<file path="config.mk">
export PLATFORM = sky130hd
export DESIGN_NAME = sha_msg_padder
export DESIGN_NICKNAME = d
export VERILOG_FILES = /design/src/rtl/sha_msg_padder.sv
export SDC_FILE = /design/constraint.sdc
export NUM_CORES = 2
export LEC_CHECK = 0
export ABC_AREA = 1
export BUFFER_PORTS_ARGS = -buffer_cell sky130_fd_sc_hd__buf_2
export CAP_MARGIN = 20
export CORE_MARGIN = 1.5
export CORE_UTILIZATION = 55
export CTS_CLUSTER_DIAMETER = 150
export DETAILED_ROUTE_END_ITERATION = 16
export PLACE_DENSITY = 0.87
export SLEW_MARGIN = 20
export SYNTH_ARGS = -nofsm -noshare
export SYNTH_HDL_FRONTEND = slang
export SYNTH_SLANG_ARGS = --single-unit
</file>
<file path="constraint.sdc">
create_clock -name clk -period 25.2 [get_ports clk]
set_input_delay 3.78 -clock clk [delete_from_list [all_inputs] [get_ports clk]]
set_output_delay 3.78 -clock clk [all_outputs]
set_load 0.05 [all_outputs]
</file>
<file path="src/rtl/sha_msg_padder.sv">
// rtl/sha_msg_padder.sv - packs message bytes into padded 512-bit SHA-256 blocks
//
// Purpose: gathers bytes from the UART receiver into big-endian 512-bit blocks,
//    appends the SHA-256 0x80 marker, zero fill and 64-bit bit-length, and
//    hands each block to the compression core with first/last tags.
// Ports:
//    clk, rst        clock (rising edge), asynchronous active-high reset
//    i_byte*         byte stream in; o_byte_ready = padder can take a byte
//    o_block*        block out, valid held stable until i_block_ready
//    o_block_first   first block of a message (core reloads initial H)
//    o_block_last    final block of a message
//    o_len_err       sticky byte-counter wrap, cleared on next message start
module sha_msg_padder #(
   parameter int LEN_W = 32
) (
   input  logic         clk,
   input  logic         rst,
   input  logic [7:0]   i_byte,
   input  logic         i_byte_valid,
   input  logic         i_byte_last,
   output logic         o_byte_ready,
   output logic [511:0] o_block,
   output logic         o_block_valid,
   input  logic         i_block_ready,
   output logic         o_block_first,
   output logic         o_block_last,
   output logic         o_len_err
);

   typedef enum logic [1:0] {FILL = 2'd0, OUT = 2'd1, EXTRA = 2'd2} state_t;
   typedef enum logic [1:0] {PAD_NONE = 2'd0, PAD_ZERO = 2'd1, PAD_80 = 2'd2} pad_t;

   state_t            state, state_nx;
   pad_t              pend;
   logic [0:63][7:0]  blk;        // element 0 is the most significant byte
   logic [5:0]        idx;
   logic [LEN_W-1:0]  byte_cnt;
   logic [LEN_W-1:0]  cnt_inc;
   logic              in_msg;     // a message has started and not yet finished
   logic              first_pend; // no block of the current message emitted yet
   logic              last_r;
   logic              len_err;
   logic              byte_acc;
   logic              blk_acc;
   logic              cnt_wrap;
   logic [63:0]       len_new;    // length including the byte being accepted
   logic [63:0]       len_cur;    // length already counted (used by EXTRA)

   function automatic logic [63:0] bit_len(input logic [LEN_W-1:0] n);
      return {{(64-LEN_W-3){1'b0}}, n, 3'b000};
   endfunction

   assign o_byte_ready  = (state == FILL) & ~rst;
   assign byte_acc      = i_byte_valid & o_byte_ready;
   assign o_block_valid = (state == OUT);
   assign blk_acc       = o_block_valid & i_block_ready;
   assign o_block_first = (state == OUT) & first_pend;
   assign o_block_last  = (state == OUT) & last_r;
   assign o_block       = blk;
   assign o_len_err     = len_err;
   assign cnt_inc       = byte_cnt + LEN_W'(1);
   assign cnt_wrap      = &byte_cnt;
   assign len_new       = bit_len(cnt_inc);
   assign len_cur       = bit_len(byte_cnt);

   always_comb begin
      state_nx = state;
      case (state)
         FILL:    if (byte_acc && (i_byte_last || idx == 6'd63)) state_nx = OUT;
         OUT:     if (blk_acc) state_nx = (pend != PAD_NONE) ? EXTRA : FILL;
         EXTRA:   state_nx = OUT;
         default: state_nx = FILL;
      endcase
   end

   always_ff @(posedge clk or posedge rst) begin
      if (rst) begin
         state      <= FILL;
         pend       <= PAD_NONE;
         blk        <= '0;
         idx        <= '0;
         byte_cnt   <= '0;
         in_msg     <= 1'b0;
         first_pend <= 1'b0;
         last_r     <= 1'b0;
         len_err    <= 1'b0;
      end else begin
         state <= state_nx;
         case (state)
            FILL: begin
               if (byte_acc) begin
                  blk[idx] <= i_byte;
                  idx      <= idx + 6'd1;
                  byte_cnt <= cnt_inc;
                  if (!in_msg) begin
                     in_msg     <= 1'b1;
                     first_pend <= 1'b1;
                     len_err    <= cnt_wrap;
                  end else begin
                     len_err    <= len_err | cnt_wrap;
                  end
                  if (i_byte_last) begin
                     // Buffer is already zero past idx, so only the marker
                     // and (when it fits) the length need writing.
                     if (idx <= 6'd54) begin
                        blk[idx + 6'd1] <= 8'h80;
                        for (int i = 0; i < 8; i++) blk[56 + i] <= len_new[63 - 8*i -: 8];
                        last_r <= 1'b1;
                        pend   <= PAD_NONE;
                     end else if (idx <= 6'd62) begin
                        blk[idx + 6'd1] <= 8'h80;
                        last_r <= 1'b0;
                        pend   <= PAD_ZERO;
                     end else begin
                        last_r <= 1'b0;
                        pend   <= PAD_80;
                     end
                  end else if (idx == 6'd63) begin
                     last_r <= 1'b0;
                     pend   <= PAD_NONE;
                  end
               end
            end
            OUT: begin
               if (blk_acc) begin
                  // Clear so stale bytes never leak into the next block.
                  blk        <= '0;
                  idx        <= '0;
                  first_pend <= 1'b0;
                  if (last_r) begin
                     byte_cnt <= '0;
                     in_msg   <= 1'b0;
                  end
               end
            end
            EXTRA: begin
               blk[0] <= (pend == PAD_80) ? 8'h80 : 8'h00;
               for (int i = 0; i < 8; i++) blk[56 + i] <= len_cur[63 - 8*i -: 8];
               last_r <= 1'b1;
               pend   <= PAD_NONE;
            end
            default: ;
         endcase
      end
   end

endmodule
</file>
==> impl_metrics.toml <==
[hold_path]
hold_depth = 2
worstHoldPathType = "reg2reg"

[placement]
portBuffers = 529
place_area_um2 = 29800
place_congestion = 0.994
dp_hpwl_mm = 62.9

[yosys]
avgSynthCellArea_um2 = 9.02
ys_types = 44
synth.net_count = 2985
synth_flop_cell = "dfrtp_1"
netlist_area_um2 = 26700
synth_warnings = 0
synth_edf_count = 0
ys_seq_area_share_pct = 52.2
synth_cells = 2965
synth-async-reset-ratio_pct = 100
synth_seq_cells = 558

[clock_tree]
insertion_delay_ps = 630
cts_setup_buffers = 0
cts_resized = 0
ctsRootBufferMaster = "clkbuf_16"
cts_num_sinks = 558
clkTransAtPathRegs_ps = 60
clock_path_buffers = 3
cts_inserted_buffers = 55
cts_tree = "done"
cts-htree-levels = 2
cts_hold_buffers = 0

[drt]
vias = 24900
dr.pass1.iters = 6
wirelength_mm = 95.4
final_antenna_net_count = 0
drtIter0Drc = 2731
wl_per_cell_um = 23.3
vias_per_cell = 6.08
drc_errors = 0

[finish]
stdcell_area_um2 = 31700
fin_util_pct = 66.3
nNetsFinal = 3459
areaGrowthSynthToFinish_pct = 18.6
diodes = 0
drive_gt1_share_pct = 22.9
fillers = 3541

[timing]
finalCritPeriodShare_pct = 32.0
slew_headroom_pct = 26.8
grt_setup_unrepaired = "no"
setup_tns_ps = 0
fmax_ghz = 0.124
finalSetupViolations = 0
hold_slack_ps = 491
slew_violations = 0
fin_skew_ps = 46.4
worst_pin_slew_ps = 1100
fin_crit_ps = 8070
hold_viol_final = 0

[setup_path]
r2r-start = "state[1]"
endpoint = "o_byte_ready"
cp_slowest_stage_delay_ps = 270
worstSetupPathType = "in2out"
cp-startpoint = "rst"
crit_path_max_fanout = 2
cp_common_cell = "buf_2"
reg2reg_depth = 11
crit_buf_inv = 2
worstSetupEndpointType = "output port"
r2r_end = "o_block[332]"
cp.arrival_ps = 4290
reg2reg_slack_ps = 20930
required_ps = 21420
crit_cells = 3
critPathSlowestCell = "buf_2"
cp_cell_sequence = "buf_2 > nor2_1 > buf_2"
startpoint_type = "input port"
crit_family = "buffers and inverters"

[floorplan]
ioPinCount = 530
dieArea_um2 = 50000
num_rows = 80
die_height_um = 224
start_util_pct = 55.9
die_x_um = 224
core-area_um2 = 47800

[run_status]
outcome = "finished clean"

[global_routing]
first_global_vias = 23900
grt_pass1_wl_mm = 143
grt_max_degree = 170
grtUsageTotal_pct = 37.5
antenna_found_initial = 1
grt.overflow.total = 0

[flow_run]
drv_cap = 0

[power_and_ir_drop]
ir_worst_vdd_mv = 0.101
pwr_density_cell_nw_per_um2 = 102
power_leakage_nw = 18.8
[kinds of logic (layout without fill, tap and decap cells)]
family,Yosys count,after routing,synth area share (%)
adder cells (fa/ha/maj),7,7,0.327
buffers and inverters,261,779,3.92
XOR/XNOR,10,10,0.356
AO/OA/AOI/OAI,377,377,8.59
multiplexers,336,336,12.6
flip-flops,558,558,52.2
AND/OR/NAND/NOR,1416,1416,22.0
[sequential cells by signal, indices dropped and copies added, names as in the netlist]
signal and cells:
state 2, byte_cnt 32, last_r 1, pend 2, in_msg 1, idx 6, o_len_err 1, first_pend 1
o_block 512
[routing by layer]
metal | wire [um] | vias up | global-route usage [%]
li1 | - | 10800 | -
met1 | 33600 | 12000 | 45.2
met2 | 43600 | 1658 | 59.5
met3 | 11300 | 442 | 11.0
met4 | 6790 | 0 | 22.8
met5 | 0 | - | 0
[synth_stat cells, types with 3 or more instances]
library cell	n	area, um^2
a21boi_0	13	97.6
a21oi_1	126	631
a21oi_2	28	245
a21oi_4	9	146
a22oi_1	7	52.6
a31oi_1	3	18.8
buf_1	7	26.3
buf_2	24	120
buf_4	8	60.1
clkbuf_1	97	364
clkinv_1	4	15.0
dfrtp_1	558	14000
ha_1	7	87.6
inv_1	110	413
inv_2	10	37.5
mux2i_1	336	3360
nand2_1	552	2070
nand2_2	46	288
nand3_1	118	591
nand3_2	3	30.0
nand4_1	15	93.8
nor2_1	568	2130
nor2_2	22	138
nor3_1	64	320
o211ai_1	46	345
o21ai_0	128	641
o22ai_1	10	62.6
or2_2	18	113
xor2_1	9	78.8
[cell type report]
class | instances | area, um^2 | area share [%]
Clock buffer | 73 | 1570 | 4.93
Clock inverter | 28 | 350 | 1.10
Inverter | 124 | 477 | 1.50
Multi-Input combinational cell | 2146 | 11700 | 37.0
Sequential cell | 558 | 14000 | 44.0
Tap cell | 615 | 769 | 2.43
Timing Repair Buffer | 554 | 2850 | 8.99
[how the worst min path moves through the flow]
stage / slack (ps) / to / startpoint
after floorplan: 460 / in_msg / in_msg
after global placement: 480 / o_block[52] / o_block[52]
after detailed placement: 490 / o_block[55] / o_block[55]
after CTS: 500 / o_block[55] / o_block[55]
after global routing: 530 / o_block[503] / o_block[503]
final: 490 / o_block[55] / o_block[55]
[layout by cell type (no fill, tap or decap), types with 4 or more instances in the layout]
master / n
nand2_1: 551
o211ai_1: 46
clkinvlp_4: 5
xor2_1: 9
nor2_1: 567
a22oi_1: 7
nor2_2: 22
clkbuf_16: 56
a21oi_2: 28
clkinv_2: 13
o21ai_0: 128
buf_4: 23
o22ai_1: 10
dfrtp_1: 558
bufinv_16: 6
a21boi_0: 13
nand2_2: 46
inv_1: 109
clkbuf_1: 7
ha_1: 7
a21oi_4: 9
nand4_1: 15
buf_2: 529
inv_2: 8
or2_2: 18
a21oi_1: 126
clkbuf_8: 10
nor3_1: 64
mux2i_1: 336
nand3_1: 118
clkinv_1: 4
[tightest hold or removal path, cell delays in order, from the launching register on]
cell and delay [ps]:
dfrtp_1 340, nand2_1 50, nand3_1 60
[where the power goes]
| group | total (W) | switching (W) | internal [W] | leakage (nW) |
|---|---|---|---|---|
| clock | 0.000875 | 0.000375 | 0.000500 | 0.933 |
| sequential | 0.00113 | 0.000105 | 0.00102 | 7.69 |
| combinational | 0.00124 | 0.000973 | 0.000266 | 10.2 |
| total | 0.00324 | 0.00145 | 0.00179 | 18.8 |
[per-stage QoR]
stage          cells  setup WS [ps]  power [W]
2_1_floorplan   2965           5800    0.00201
3_3_place_gp    3997          17130    0.00232
3_5_place_dp    3997          17140    0.00234
4_1_cts         4098          17140    0.00321
5_1_grt         4098          17130    0.00335
6_report        4098          17130    0.00324
No activity file was read; power rests on OpenSTA's default activity.
